$ cat config.mk
export PLATFORM = sky130hd
export DESIGN_NAME = wrr_arbiter_flat
export DESIGN_NICKNAME = d
export VERILOG_FILES = /design/src/rtl/wrr_arbiter_if.sv /design/src/rtl/wrr_arbiter.sv /design/src/flat_wrapper.sv
export SDC_FILE = /design/constraint.sdc
export NUM_CORES = 1
export LEC_CHECK = 0
export CORE_UTILIZATION = 45
export CTS_CLUSTER_SIZE = 8
export DETAILED_ROUTE_END_ITERATION = 7
export PLACE_DENSITY = 0.72
export SYNTH_ARGS = -nofsm -noshare
export SYNTH_HDL_FRONTEND = slang
export SYNTH_SLANG_ARGS = --single-unit
$ cat constraint.sdc
create_clock -name clk -period 8.65 [get_ports clk]
set_input_delay 1.73 -clock clk [delete_from_list [all_inputs] [get_ports clk]]
set_output_delay 1.73 -clock clk [all_outputs]
set_load 0.01 [all_outputs]
$ cat src/rtl/wrr_arbiter_if.sv
// Request/grant bundle between N requesters and the weighted round-robin arbiter.
// The lock signal exists only when WRR_ARB_LOCK_EN is defined.
interface wrr_arbiter_if #(
    parameter int N        = 16,
    parameter int WEIGHT_W = 4,
    parameter int IDX_W    = (N > 1) ? $clog2(N) : 1
);
    logic [N-1:0]          req;
    logic [N*WEIGHT_W-1:0] weight;
    logic                  ack;
`ifdef WRR_ARB_LOCK_EN
    logic                  lock;
`endif
    logic [N-1:0]          grant;
    logic                  grant_valid;
    logic [IDX_W-1:0]      grant_idx;
    logic                  grant_last;

    modport master (
        output req, weight, ack,
`ifdef WRR_ARB_LOCK_EN
        output lock,
`endif
        input  grant, grant_valid, grant_idx, grant_last
    );

    modport slave (
        input  req, weight, ack,
`ifdef WRR_ARB_LOCK_EN
        input  lock,
`endif
        output grant, grant_valid, grant_idx, grant_last
    );
endinterface

$ cat src/rtl/wrr_arbiter.sv
// Weighted round-robin arbiter; optional WRR_ARB_LOCK_EN adds a lock input for atomic bursts.
// Latency: request to grant one cycle, all outputs registered; back-to-back grants without a bubble.
// Backpressure: a grant is held until ack; each ack spends one credit of the holder's weight.
module wrr_arbiter #(
    parameter int N        = 16,
    parameter int WEIGHT_W = 4,
    parameter int IDX_W    = (N > 1) ? $clog2(N) : 1
) (
    input  logic         clk,
    input  logic         reset,
    wrr_arbiter_if.slave bus
);
    typedef enum logic {IDLE, GRANT} state_t;

    state_t              state, state_n;
    logic [IDX_W-1:0]    ptr, ptr_n, cur, cur_n;
    logic [WEIGHT_W-1:0] credit, credit_n;
    logic [N-1:0]        masked;
    logic                eff_lock, burst_end;

    // First requester at or after p, wrapping modulo N (N need not be a power of two).
    function automatic logic [IDX_W-1:0] sel(input logic [N-1:0] r, input logic [IDX_W-1:0] p);
        logic [IDX_W-1:0] res;
        logic [IDX_W-1:0] jj;
        logic             hit;
        int               j;
        res = '0;
        hit = 1'b0;
        for (int k = 0; k < N; k++) begin
            j = int'(p) + k;
            if (j >= N) j = j - N;
            jj = IDX_W'(j);
            if (!hit && r[jj]) begin
                hit = 1'b1;
                res = jj;
            end
        end
        return res;
    endfunction

    function automatic logic [WEIGHT_W-1:0] wt(input logic [IDX_W-1:0] idx);
        logic [WEIGHT_W-1:0] w;
        w = bus.weight[int'(idx)*WEIGHT_W +: WEIGHT_W];
        return (w == '0) ? WEIGHT_W'(1) : w;
    endfunction

    function automatic logic [IDX_W-1:0] inc(input logic [IDX_W-1:0] i);
        return (i == IDX_W'(N-1)) ? '0 : i + IDX_W'(1);
    endfunction

`ifdef WRR_ARB_LOCK_EN
    assign eff_lock = bus.lock;
`else
    assign eff_lock = 1'b0;
`endif

    assign masked    = bus.req & ~(N'(1) << cur);
    assign burst_end = !bus.req[cur] || (bus.ack && credit == WEIGHT_W'(1) && !eff_lock);

    always_comb begin
        state_n  = state;
        ptr_n    = ptr;
        cur_n    = cur;
        credit_n = credit;
        case (state)
            IDLE: begin
                if (bus.req != '0) begin
                    state_n  = GRANT;
                    cur_n    = sel(bus.req, ptr);
                    credit_n = wt(cur_n);
                end
            end
            GRANT: begin
                if (burst_end) begin
                    ptr_n = inc(cur);
                    if (masked != '0) begin
                        cur_n    = sel(masked, inc(cur));
                        credit_n = wt(cur_n);
                    end else begin
                        state_n  = IDLE;
                        credit_n = '0;
                    end
                end else if (bus.ack && !eff_lock) begin
                    credit_n = credit - WEIGHT_W'(1);
                end
            end
            default: state_n = IDLE;
        endcase
    end

    // Outputs are flopped from next-state so they line up with the state registers.
    always_ff @(posedge clk or posedge reset) begin
        if (reset) begin
            state           <= IDLE;
            ptr             <= '0;
            cur             <= '0;
            credit          <= '0;
            bus.grant       <= '0;
            bus.grant_valid <= 1'b0;
            bus.grant_idx   <= '0;
            bus.grant_last  <= 1'b0;
        end else begin
            state           <= state_n;
            ptr             <= ptr_n;
            cur             <= cur_n;
            credit          <= credit_n;
            bus.grant       <= (state_n == GRANT) ? (N'(1) << cur_n) : '0;
            bus.grant_valid <= (state_n == GRANT);
            bus.grant_idx   <= (state_n == GRANT) ? cur_n : '0;
            bus.grant_last  <= (state_n == GRANT) && (credit_n == WEIGHT_W'(1));
        end
    end
endmodule

$ cat src/flat_wrapper.sv
// flat-port wrapper written by rule: the top's interface ports become plain ports
module wrr_arbiter_flat 
#(
    parameter int N        = 16,
    parameter int WEIGHT_W = 4,
    parameter int IDX_W    = (N > 1) ? $clog2(N) : 1
)
  (clk, reset, bus_req, bus_weight, bus_ack, bus_grant, bus_grant_valid, bus_grant_idx, bus_grant_last);
  wrr_arbiter_if #(.N(N), .WEIGHT_W(WEIGHT_W), .IDX_W(IDX_W)) bus_i ();
  input  logic clk;
  input  logic reset;
  input wire logic [$bits(bus_i.req)-1:0] bus_req;
  input wire logic [$bits(bus_i.weight)-1:0] bus_weight;
  input wire logic [$bits(bus_i.ack)-1:0] bus_ack;
  output wire logic [$bits(bus_i.grant)-1:0] bus_grant;
  output wire logic [$bits(bus_i.grant_valid)-1:0] bus_grant_valid;
  output wire logic [$bits(bus_i.grant_idx)-1:0] bus_grant_idx;
  output wire logic [$bits(bus_i.grant_last)-1:0] bus_grant_last;
  assign bus_i.req = bus_req;
  assign bus_i.weight = bus_weight;
  assign bus_i.ack = bus_ack;
  assign bus_grant = bus_i.grant;
  assign bus_grant_valid = bus_i.grant_valid;
  assign bus_grant_idx = bus_i.grant_idx;
  assign bus_grant_last = bus_i.grant_last;
  wrr_arbiter #(.N(N), .WEIGHT_W(WEIGHT_W), .IDX_W(IDX_W)) u_core (.clk(clk), .reset(reset), .bus(bus_i));
endmodule
Yosys cells after proc, flatten, opt, wreduce, memory -nomap -nowiden
Cells that the tools add are included.
W data, S select, Z words.
{"block": "totals", "regBits": 34}
{"block": "classes", "add_sub_neg": 64, "order_cmp": 65, "n_eq_ne": 3, "shifts": 4, "muxes": 338, "bitwise": 3, "reduce_logical": 69}
{"operator": "$mux W4", "n": 160}
{"operator": "$lt A4 B5 Y1 const B", "n": 33}
{"operator": "$ge A5 B5 Y1 const B", "n": 30}
{"operator": "$mux W1", "n": 141}
{"operator": "$bmux W1 S4", "n": 33}
{"operator": "$sub A4 B1 Y4 const B", "n": 33}
{"operator": "$shiftx A64 B7 Y4", "n": 2}
{"operator": "$add A4 B4 Y5 const B", "n": 16}
{"operator": "$add A4 B3 Y5 const B", "n": 8}
{"operator": "$logic_and A1 B1 Y1", "n": 32}
{"operator": "$reduce_bool A16 Y1", "n": 2}
{"operator": "$shl A1 B4 Y16 const A", "n": 2}
{"operator": "$logic_not A1 Y1", "n": 31}
{"operator": "$add A4 B2 Y5 const B", "n": 4}
{"operator": "$and A16 B16 Y16", "n": 1}
{"operator": "$mux W16", "n": 1}
{"operator": "$not A16 Y16", "n": 1}
{"operator": "$pmux W4 S2", "n": 2}
{"operator": "$add A4 B1 Y5 const B", "n": 2}
{"operator": "$ge A4 B5 Y1 const B", "n": 2}
{"operator": "$eq A4 B1 Y1 const B", "n": 2}
{"operator": "$logic_not A4 Y1", "n": 2}
{"operator": "$add A4 B1 Y4 const B", "n": 1}
{"operator": "$eq A4 B4 Y1 const B", "n": 1}
{"operator": "4 further kinds", "n": 4}

Longest topological paths before layout
Gate-level depths: netlist of the first run.
{"block": "depth", "word_depth": 111, "mapped_depth": 27, "depth_no_buf": 20}

Worst setup path after synthesis of the first run
No wires, ideal clock.
{"block": "synth_path", "path_type": "register -> register", "start": "register u_core.cur[0]", "end": "register u_core.bus.grant_last", "t_arrival_ns": 5.522, "required_ns": 8.555, "path_slack_ns": 3.033, "path_stages_with_launch": 26, "cell_sequence": "dfrtp_1 -> buf_2 -> inv_1 -> ha_1 -> inv_1 -> clkbuf_1 -> buf_2 -> buf_1 -> ha_1 -> inv_1 -> nor2_1 -> nand3_1 -> nand4_1 -> mux2i_1 -> and4b_1 -> nand4_1 -> nor3_1 -> a221o_1 -> buf_6 -> and3b_1 -> buf_2 -> a22oi_1 -> nand2_1 -> nor4_1 -> o32a_1 -> nor4b_2"}
{"block": "synth_between", "elab_chain_len": 111, "word_cells_on_any_way": 274, "classes_between": "add/sub (32); order compare (16); eq/ne (2); shift (2); mux (185); bitwise (2); reduce/logical (35)"}
{"element": "from (decl)", "line": "wrr_arbiter.sv:16", "source": "logic [IDX_W-1:0] ptr, ptr_n, cur, cur_n;"}
{"element": "from (signal assigned)", "line": "wrr_arbiter.sv:105", "source": "cur <= cur_n;"}
{"element": "$add A4 B1 Y4 / $eq A4 B4 Y1 (equally long branches)", "line": "wrr_arbiter.sv:48", "source": "return (i == IDX_W'(N-1)) ? '0 : i + IDX_W'(1);"}
{"element": "$mux W4", "line": "wrr_arbiter.sv:48"}
{"element": "$sub A4 B1 Y4 / $ge A4 B5 Y1 (equally long branches)", "line": "wrr_arbiter.sv:31", "source": "if (j >= N) j = j - N;"}
{"element": "$mux W4", "line": "wrr_arbiter.sv:31"}
{"element": "$mux W4", "line": "wrr_arbiter.sv:76", "source": "if (masked != '0) begin"}
{"element": "$mux W4", "line": "wrr_arbiter.sv:74", "source": "if (burst_end) begin"}
{"element": "$mux W4", "line": "wrr_arbiter.sv:65", "source": "case (state)"}
{"element": "$bmux W1 S4", "line": "wrr_arbiter.sv:33", "source": "if (!hit && r[jj]) begin"}
{"element": "[... 96 more ...]"}
{"element": "$logic_not A4 Y1", "line": "wrr_arbiter.sv:44", "source": "return (w == '0) ? WEIGHT_W'(1) : w;"}
{"element": "$mux W4", "line": "wrr_arbiter.sv:44"}
{"element": "$mux W4", "line": "wrr_arbiter.sv:76"}
{"element": "$mux W4 (*)", "line": "wrr_arbiter.sv:74"}
{"element": "$pmux W4 S2 (*)", "line": "wrr_arbiter.sv:65"}
{"element": "named net u_core.credit_n[3]", "line": "wrr_arbiter.sv:17", "source": "logic [WEIGHT_W-1:0] credit, credit_n;"}
{"element": "$eq A4 B1 Y1 (*)", "line": "wrr_arbiter.sv:110", "source": "bus.grant_last <= (state_n == GRANT) && (credit_n == WEIGHT_W'(1));"}
{"element": "$logic_and A1 B1 Y1 (*)", "line": "wrr_arbiter.sv:110"}
{"element": "to (signal assigned)", "line": "wrr_arbiter.sv:110"}
{"element": "to (decl)", "line": "wrr_arbiter_if.sv:32", "source": "output grant, grant_valid, grant_idx, grant_last"}
The timed path passes the listed nets; every way through them passes the cells marked *. The select of a mux whose other input is x is not followed.
A chain may end at the register's enable or synchronous reset.

Final worst setup path of the first run
{"block": "layout_path", "start": "input port bus_req[11]", "end": "register u_core.bus.grant_last"}
{"block": "layout_between", "elab_chain_len": 105, "word_cells_on_any_way": 289, "classes_between": "eq/ne (1); shift (2); mux (218); bitwise (1); reduce/logical (67)"}
{"element": "from (decl)", "line": "flat_wrapper.sv:12", "source": "input wire logic [$bits(bus_i.req)-1:0] bus_req;"}
{"element": "$and A16 B16 Y16", "line": "wrr_arbiter.sv:57", "source": "assign masked = bus.req & ~(N'(1) << cur);"}
{"element": "$bmux W1 S4", "line": "wrr_arbiter.sv:33"}
{"element": "$mux W1 (implied by the code)", "line": "wrr_arbiter.sv:33"}
{"element": "$mux W1", "line": "wrr_arbiter.sv:33"}
{"element": "$mux W1", "line": "wrr_arbiter.sv:76"}
{"element": "$mux W1", "line": "wrr_arbiter.sv:74"}
{"element": "$mux W1", "line": "wrr_arbiter.sv:65"}
{"element": "$logic_not A1 Y1", "line": "wrr_arbiter.sv:33"}
{"element": "[... 89 more ...]"}
{"element": "$shiftx A64 B7 Y4", "line": "wrr_arbiter.sv:43", "source": "w = bus.weight[int'(idx)*WEIGHT_W +: WEIGHT_W];"}
{"element": "$logic_not A4 Y1", "line": "wrr_arbiter.sv:44"}
{"element": "$mux W4", "line": "wrr_arbiter.sv:44"}
{"element": "$mux W4", "line": "wrr_arbiter.sv:76"}
{"element": "$mux W4", "line": "wrr_arbiter.sv:74"}
{"element": "$pmux W4 S2", "line": "wrr_arbiter.sv:65"}
{"element": "$eq A4 B1 Y1", "line": "wrr_arbiter.sv:110"}
{"element": "$logic_and A1 B1 Y1 (*)", "line": "wrr_arbiter.sv:110"}
Every way passes the cells marked *; elsewhere a longest branch is shown, timed or not. The select of a mux whose other input is x is not followed.

==> impl_metrics.yaml, run 1 <==
status:
  outcome: "complete, no violations"
timing:
  finalSetupTns_ns: 0
  finalSetupViolations: 0
  hold_viol_final: 0
  fmax_mhz: 142
  rsz0062_at_grt: "no"
  final.min_clock_period_ns: 7.06
  maxSlewViolCount: 0
  relSlewSlack_pct: 29.0
  worstMarginPinSlew_ns: 1.06
  post-route-period-util_pct: 81.6
  clock_skew_ns: 0.00334
yosys:
  ys_types: 108
  yosys.area_share.simple_pct: 21.0
  yosysTopAreaCell: "mux4_2"
  synth_compound_gate_area_share_pct: 25.4
  syn_area_per_cell_um2: 8.57
  ys_warn_count: 0
  synth_top_area_share_pct: 13.4
  synth_top_family_by_area: "multiplexers"
  synthAdderAreaFrac_pct: 3.35
  synth_mux_area_share_pct: 30.6
  async_reset_ff_share_pct: 100
  synth_area_leaders: "mux4_2 (13%), dfrtp_1 (10%), mux2i_1 (8.3%)"
  syn_inst: 959
  synth_ff_type: "dfrtp_1"
  synth-edff-count: 0
  synth-xor-area-share_pct: 3.11
  synthesis.nets: 1064
  synth_area_um2: 8220
  synth-seq-area-share_pct: 10.4
  ys_seq_elements: 34
global_routing:
  grt_pass1_vias: 7998
  antenna_found_initial: 0
  overflow: 0
  grtUsageTotal_pct: 28.7
  grt_max_degree: 42
  grt_pass1_wl_um: 42700
floorplan:
  row_count: 49
  dieArea_um2: 18800
  core-area_um2: 17900
  dieWidth_um: 137
  initial_core_util_pct: 45.9
  io_pins: 105
  dieHeight_um: 137
route:
  drt_iter0_markers: 1061
  vias: 8723
  wl_met3_um: 2530
  viasPerCell: 7.00
  m1WireLength_um: 11100
  wl_met2_um: 13000
  wl_um: 27300
  topRoutingLayerUsed: "met4"
  dr.pass1.iters: 6
  drcViolationCount: 0
  ant_nets: 0
  routedWlPerCell_um: 21.9
clocking:
  clock_latency_ns: 0.28
  cts.sinks: 34
  cts.clk_slew.worst_paths_ns: 0.05
  postCtsHoldBufs: 0
  numCtsBuffers: 5
  cts_tree: "yes"
  cts_setup_buffers: 0
  htree_num_levels: 2
  cts-root-buf: "clkbuf_16"
  cts-resized-gates: 0
  clk_path_buf_depth: 2
setup_path:
  start_kind: "input port"
  worstReg2RegStart: "u_core.cur[1]"
  required_ns: 8.83
  r2r_setup_slack_ns: 1.80
  r2r_end: "u_core.bus.grant_last"
  worstSetupEndpointType: "flip-flop"
  path_delay_family: "compound AO/OA/AOI/OAI gates"
  cp_common_cell: "mux2i_1"
  rr_worst_depth: 20
  critical_path_class: "input port to flip-flop"
  cp.buffers_inverters: 2
  critical_path_arrival_ns: 7.24
  crit_path_max_incr_delay_ns: 0.82
  path_cells: "clkdlybuf4s50_1, a21boi_0, nand2_1, a32oi_1, mux2i_1, a211oi_4, or4_1, o2111a_1, o211ai_1, o22ai_4, buf_4, mux2i_1, a22oi_1, nand2_1, mux2i_1, a211o_1, nor4b_2"
  cpMaxStageDelayCell: "o22ai_4"
  crit_fanout: 27
min_path:
  worstHoldStart: "u_core.ptr[3]"
  hold_path_depth: 2
  hold_class: "flip-flop to flip-flop"
  min_to: "u_core.ptr[3]"
placed_design:
  portBuffers: 104
  numPlacedInstances: 1239
  hpwl_um: 20500
  gp_congestion: 0.960
finish:
  drive_gt1_share_pct: 16.6
  antennaDiodeCount: 0
  finalNonFillerCells: 1247
  area_growth_pct: 14.9
  fin_nets: 1122
run:
  maxCapViolations: 0
registers in the layout, summed over array words and instances (netlist names):
signal                  count
u_core.bus.grant           16
u_core.bus.grant_valid      1
u_core.bus.grant_idx        4
u_core.cur                  4
u_core.credit               4
u_core.bus.grant_last       1
u_core.ptr                  4
cell usage in the layout (no fill, tap or decap), types with 17 or more instances in the layout:
cell / netlist / routed
nand2_1: 80 / 80
a22oi_1: 20 / 20
mux4_2: 49 / 49
mux2_2: 38 / 38
nand3_1: 59 / 59
nor3_1: 18 / 18
ha_1: 22 / 22
mux2_1: 20 / 20
mux2i_1: 68 / 68
nor2_1: 62 / 62
buf_4: 9 / 17
inv_1: 25 / 25
o21ai_0: 36 / 36
dfrtp_1: 34 / 34
clkdlybuf4s50_1: 0 / 104
a21oi_1: 50 / 50
o22ai_1: 19 / 18
cells in the mapped netlist, drive strengths merged, types with 5 or more instances:
cell type	n
nand3b	7
o22ai	19
nand3	60
xnor2	18
ha	22
a22o	5
a31oi	12
nor3	19
and4	5
nor2	63
a22oi	21
or3	6
o21ai	38
nand4	13
mux4	49
and3	7
a31o	5
buf	41
o211ai	14
xor2	6
mux2i	71
a32oi	12
nand2	81
and2	10
a21boi	11
a211oi	9
a21o	5
inv	30
o2111ai	16
mux2	59
nand2b	12
nor4	14
clkbuf	29
o21a	7
dfrtp	34
a21oi	52
final cells by class:
| type | count | area (um^2) |
|---|---|---|
| tap | 229 | 287 |
| fill | 1693 | 8460 |
| inverter | 30 | 113 |
| sequential | 34 | 851 |
| clock inverter | 2 | 12.5 |
| multi-input combinational | 825 | 6880 |
| clock buffer | 6 | 139 |
| timing repair buffer | 121 | 1170 |
worst max-delay path by stage:
stage / start / end / depth (start not counted)
final: bus_req[11] / u_core.bus.grant_last / 17
after global routing: bus_req[11] / u_core.bus.grant_last / 17
after CTS: bus_req[11] / u_core.bus.grant_last / 17
after detailed placement: bus_req[11] / u_core.bus.grant_last / 17
after global placement: bus_req[3] / u_core.bus.grant_last / 16
after floorplan: u_core.cur[0] / u_core.bus.grant_last / 25
routing by layer:
metal  global-route usage [%]  vias up
li1                         -     3912
met1                     39.1     4216
met2                     47.1      537
met3                     4.52       58
met4                     6.96        0
met5                        0        -
cell families after synthesis:
group | count (synthesis)
flip-flops | 34
AO/OA/AOI/OAI | 278
adder cells (fa/ha/maj) | 22
AND/OR/NAND/NOR | 322
buffers and inverters | 100
multiplexers | 179
XOR/XNOR | 24
metrics by stage:
step	hold slack, ns	cell area, um^2	worst slack (ns)	util, %
floorplan	0.577	8220	3.03	-
global placement	0.518	9300	1.57	51.9
detailed placement	0.530	9300	1.41	51.9
CTS	0.541	9450	1.70	52.8
global route	0.560	9450	1.28	52.8
finish	0.536	9450	1.59	52.8
worst min-delay path: cells and delay by family (launching register included):
kind / cells / cell delay, ns
flip-flops: 1 / 0.34
AND/OR/NAND/NOR: 1 / 0.05
AO/OA/AOI/OAI: 1 / 0.10
Power of run 1 is not shown: default switching activity piles up to over one toggle a cycle in this logic, so the estimate is an artifact.
==> run 2: changes to the inputs <==
==> constraint.sdc (replaced) <==
create_clock -name clk -period 6.9 [get_ports clk]
set_input_delay 1.38 -clock clk [delete_from_list [all_inputs] [get_ports clk]]
set_output_delay 1.38 -clock clk [all_outputs]
set_load 0.01 [all_outputs]
==> impl_metrics.yaml, run 2 (synthesized netlist as in run 1, its figures left out) <==
status:
  outcome: "complete, no violations"
floorplan:
  initial_core_util_pct: 45.9
  dieWidth_um: 137
  io_pins: 105
  dieHeight_um: 137
  dieArea_um2: 18800
  row_count: 49
  core-area_um2: 17900
setup_path:
  path_delay_family: "compound AO/OA/AOI/OAI gates"
  critical_path_class: "flip-flop to flip-flop"
  rr_worst_depth: 21
  cpMaxStageDelayCell: "or4_1"
  start_kind: "flip-flop"
  required_ns: 7.09
  cp_common_cell: "ha_1"
  cp.depth: 21
  path_cells: "ha_1, ha_1, a31o_2, inv_2, ha_1, nand2b_1, o211ai_1, a21oi_1, a22oi_2, nand2_2, or4_1, nor4_2, o2111a_1, a221o_1, buf_4, and3_1, a22oi_1, a21boi_1, nor4_1, o32a_1, nor4b_2"
  crit_fanout: 14
  worstSetupEndpointType: "flip-flop"
  cp.buffers_inverters: 2
  critical_path_arrival_ns: 6.52
  crit_path_max_incr_delay_ns: 0.70
placed_design:
  hpwl_um: 20900
  portBuffers: 104
  gp_congestion: 0.970
clocking:
  clk_path_buf_depth: 2
  clock_latency_ns: 0.28
  postCtsHoldBufs: 0
  numCtsBuffers: 5
  cts.clk_slew.worst_paths_ns: 0.06
  cts.sinks: 34
  cts_tree: "yes"
  cts-root-buf: "clkbuf_16"
  cts_setup_buffers: 0
  cts-resized-gates: 0
  htree_num_levels: 2
timing:
  clock_skew_ns: 0.00595
  fmax_mhz: 158
  finalSetupViolations: 0
  finalSetupTns_ns: 0
  final.min_clock_period_ns: 6.33
  relSlewSlack_pct: 37.4
  post-route-period-util_pct: 91.8
  worstMarginPinSlew_ns: 0.939
  hold_viol_final: 0
  maxSlewViolCount: 0
  rsz0062_at_grt: "no"
global_routing:
  grt_max_degree: 41
  antenna_found_initial: 0
  overflow: 0
  grt_pass1_vias: 7881
  grt_pass1_wl_um: 42200
  grtUsageTotal_pct: 28.4
finish:
  largest_register_ffs: 16
  top_register: "u_core.bus.grant"
  drive_gt1_share_pct: 17.1
  layout_commonest_cell: "clkdlybuf4s50_1"
  antennaDiodeCount: 0
  area_growth_pct: 15.8
  fin_nets: 1128
  fillers: 1673
  final_cell_mix: "clkdlybuf4s50_1 (104), nand2_1 (80), mux2i_1 (68)"
route:
  wl_um: 27400
  drcViolationCount: 0
  ant_nets: 0
  routedWlPerCell_um: 21.8
  vias: 8642
  dr.pass1.iters: 6
  drt_iter0_markers: 1062
  viasPerCell: 6.90
min_path:
  hold_class: "flip-flop to flip-flop"
  hold_path_depth: 2
run:
  maxCapViolations: 0
==> run 2: final cells by class <==
cell class                      count  area (um^2)  share of cell area, %
Clock inverter                      2         12.5                  0.131
Multi-Input combinational cell    825         6880                   72.3
Inverter                           30          113                   1.18
Clock buffer                        6          139                   1.46
Tap cell                          229          287                   3.01
Timing Repair Buffer              127         1240                   13.0
Sequential cell                    34          851                   8.94
==> run 2: worst paths after layout <==
check                              start               endpoint  slack, ns
max reg2reg                u_core.cur[1]  u_core.bus.grant_last       0.57
max in group asynchronous          reset          u_core.ptr[0]       5.08
min reg2reg                u_core.ptr[3]          u_core.ptr[3]       0.66
min in group asynchronous          reset   u_core.bus.grant[11]       1.51
min                        u_core.ptr[3]          u_core.ptr[3]       0.66
max                        u_core.cur[1]  u_core.bus.grant_last       0.57
==> run 2: per-stage QoR <==
step / util [%] / instance area (um^2) / std cells / hold WS [ns] / setup slack [ns]
floorplan: - / 8220 / 959 / 0.577 / 1.28
global route: 53.2 / 9520 / 1253 / 0.726 / 0.326
CTS: 53.2 / 9520 / 1253 / 0.653 / 0.681
detailed placement: 52.3 / 9370 / 1245 / 0.624 / 0.457
finish: 53.2 / 9520 / 1253 / 0.657 / 0.566
global placement: 52.3 / 9370 / 1245 / 0.627 / 0.562
==> run 2: routing by layer <==
layer | up-vias | GRT usage (%) | wire length [um]
met5 | - | 0 | 0
met4 | 0 | 8.12 | 684
met3 | 68 | 5.19 | 2560
met2 | 491 | 46.1 | 12700
met1 | 4166 | 38.4 | 11400
li1 | 3917 | - | -
==> run 2: worst min-delay path, stage by stage, from the launching register on <==
cell and delay, ns:
dfrtp_1 0.43, nor2_1 0.13, a21oi_1 0.05
Power of run 2 is left out for the same reason.
==> run 3: changes to the inputs <==
--- a/config.mk
+++ b/config.mk
@@ -5,10 +5,12 @@
 export SDC_FILE = /design/constraint.sdc
 export NUM_CORES = 1
 export LEC_CHECK = 0
-export CORE_UTILIZATION = 45
+export CELL_PAD_IN_SITES_DETAIL_PLACEMENT = 1
+export CELL_PAD_IN_SITES_GLOBAL_PLACEMENT = 1
+export CORE_UTILIZATION = 40
 export CTS_CLUSTER_SIZE = 8
 export DETAILED_ROUTE_END_ITERATION = 7
-export PLACE_DENSITY = 0.72
+export PLACE_DENSITY = 0.82
 export SYNTH_ARGS = -nofsm -noshare
 export SYNTH_HDL_FRONTEND = slang
 export SYNTH_SLANG_ARGS = --single-unit
==> impl_metrics.yaml, run 3 (synthesized netlist as in run 1, its figures left out) <==
status:
  outcome: "complete, no violations"
global_routing:
  overflow: 0
  antenna_found_initial: 0
  grtUsageTotal_pct: 29.1
  grt_pass1_wl_um: 50000
  grt_pass1_vias: 8856
  grt_max_degree: 39
finish:
  finalInstanceArea_um2: 9650
  finalNonFillerCells: 1299
  antennaDiodeCount: 0
  top_register: "u_core.bus.grant"
  area_growth_pct: 17.4
  fillers: 2391
  fin_nets: 1133
  drive_gt1_share_pct: 17.6
  layout_commonest_cell: "clkdlybuf4s50_1"
  largest_register_ffs: 16
  final_cell_mix: "clkdlybuf4s50_1 (104), nand2_1 (80), mux2i_1 (68)"
floorplan:
  initial_core_util_pct: 40.8
  dieHeight_um: 145
  dieArea_um2: 21100
  core-area_um2: 20200
  dieWidth_um: 145
  row_count: 52
  io_pins: 105
clocking:
  numCtsBuffers: 5
  cts.clk_slew.worst_paths_ns: 0.06
  cts.sinks: 34
  cts-root-buf: "clkbuf_16"
  clk_path_buf_depth: 2
  htree_num_levels: 2
  clock_latency_ns: 0.28
  cts_tree: "yes"
setup_path:
  r2r_setup_slack_ns: 0.73
  worstReg2RegStart: "u_core.cur[1]"
  required_ns: 7.09
  r2r_end: "u_core.bus.grant_last"
  start_kind: "input port"
  critical_path_class: "input port to flip-flop"
  critical_path_arrival_ns: 6.56
  worstSetupEndpointType: "flip-flop"
  critical_path.endpoint: "u_core.bus.grant_last"
  crit_fanout: 7
  rr_worst_depth: 20
  crit_start: "bus_req[11]"
route:
  ant_nets: 0
  wl_um: 31500
  drt_iter0_markers: 756
  drcViolationCount: 0
  routedWlPerCell_um: 24.2
  dr.pass1.iters: 5
  viasPerCell: 6.77
  vias: 8789
timing:
  finalSetupTns_ns: 0
  maxSlewViolCount: 0
  fmax_mhz: 157
  clock_skew_ns: 0.00647
  hold_viol_final: 0
  post-route-period-util_pct: 92.3
  worstMarginPinSlew_ns: 1.05
  final.min_clock_period_ns: 6.37
  rsz0062_at_grt: "no"
  holdWs_ns: 0.719
  finalSetupViolations: 0
  relSlewSlack_pct: 29.6
placed_design:
  portBuffers: 104
  gp_congestion: 0.932
  numPlacedInstances: 1291
  place_area_um2: 9450
  hpwl_um: 24100
min_path:
  hold_class: "flip-flop to flip-flop"
  worstHoldStart: "u_core.credit[2]"
  hold_path_depth: 3
run:
  maxCapViolations: 0
[run 3: cell count changes in the layout (fill, tap and decap cells not counted), sizes merged]
| cell | previous run | this run |
|---|---|---|
| buf | 23 | 28 |
| bufinv | 0 | 2 |
| clkbuf | 6 | 5 |
| clkinvlp | 1 | 0 |
[run 3: what timing repair did]
| item | in CTS | in global routing |
|---|---|---|
| hold buffers | 0 | 0 |
| buffers inserted | 0 | 0 |
| hold endpoints to repair | 0 | 0 |
| setup endpoints to repair | 0 | 1 |
| resized for setup | 0 | 1 |
[run 3: worst max-delay path, cell delays in order]
cell and delay (ns):
clkdlybuf4s50_1 0.53, a21boi_0 0.70, nand2_1 0.29, a32oi_1 0.34
mux2i_1 0.19, a211oi_4 0.44, or4_1 0.37, o32ai_2 0.13
a211o_1 0.27, a221o_1 0.43, and3b_1 0.44, a22oi_1 0.14
a21oi_1 0.23, nor4_1 0.08, o32a_1 0.37, nor4b_2 0.21
[run 3: worst min path at each step]
stage,end,slack (ns)
floorplan,u_core.credit[2],0.58
global placement,u_core.credit[2],0.61
detailed placement,u_core.credit[2],0.64
CTS,u_core.credit[2],0.68
global route,u_core.credit[2],0.77
finish,u_core.credit[2],0.72
[run 3: layout make-up]
type	count	area, um^2	share of cell area, %
repair buffers	132	1280	13.2
inverters	30	113	1.17
flip-flops and latches	34	851	8.82
clock buffers	5	125	1.30
multi-input cells	825	6880	71.3
clock inverters	3	68.8	0.713
well taps	270	338	3.50
[run 3: metrics by stage]
| step | worst slack, ns | util, % |
|---|---|---|
| floorplan | 1.28 | - |
| global placement | 0.515 | 46.9 |
| detailed placement | 0.374 | 46.9 |
| CTS | 0.511 | 47.8 |
| global route | 0.140 | 47.9 |
| finish | 0.531 | 47.9 |
[run 3: per-layer routing]
layer / up-vias / part of all wire, % / global-route usage [%] / routed length (um)
met4: 0 / 1.9 / 6.63 / 582
met1: 4464 / 43 / 39.6 / 13600
li1: 3927 / - / - / -
met5: - / 0 / 0 / 0
met2: 348 / 48 / 48.3 / 15200
met3: 50 / 6.8 / 4.58 / 2130
Power of run 3 is left out for the same reason.
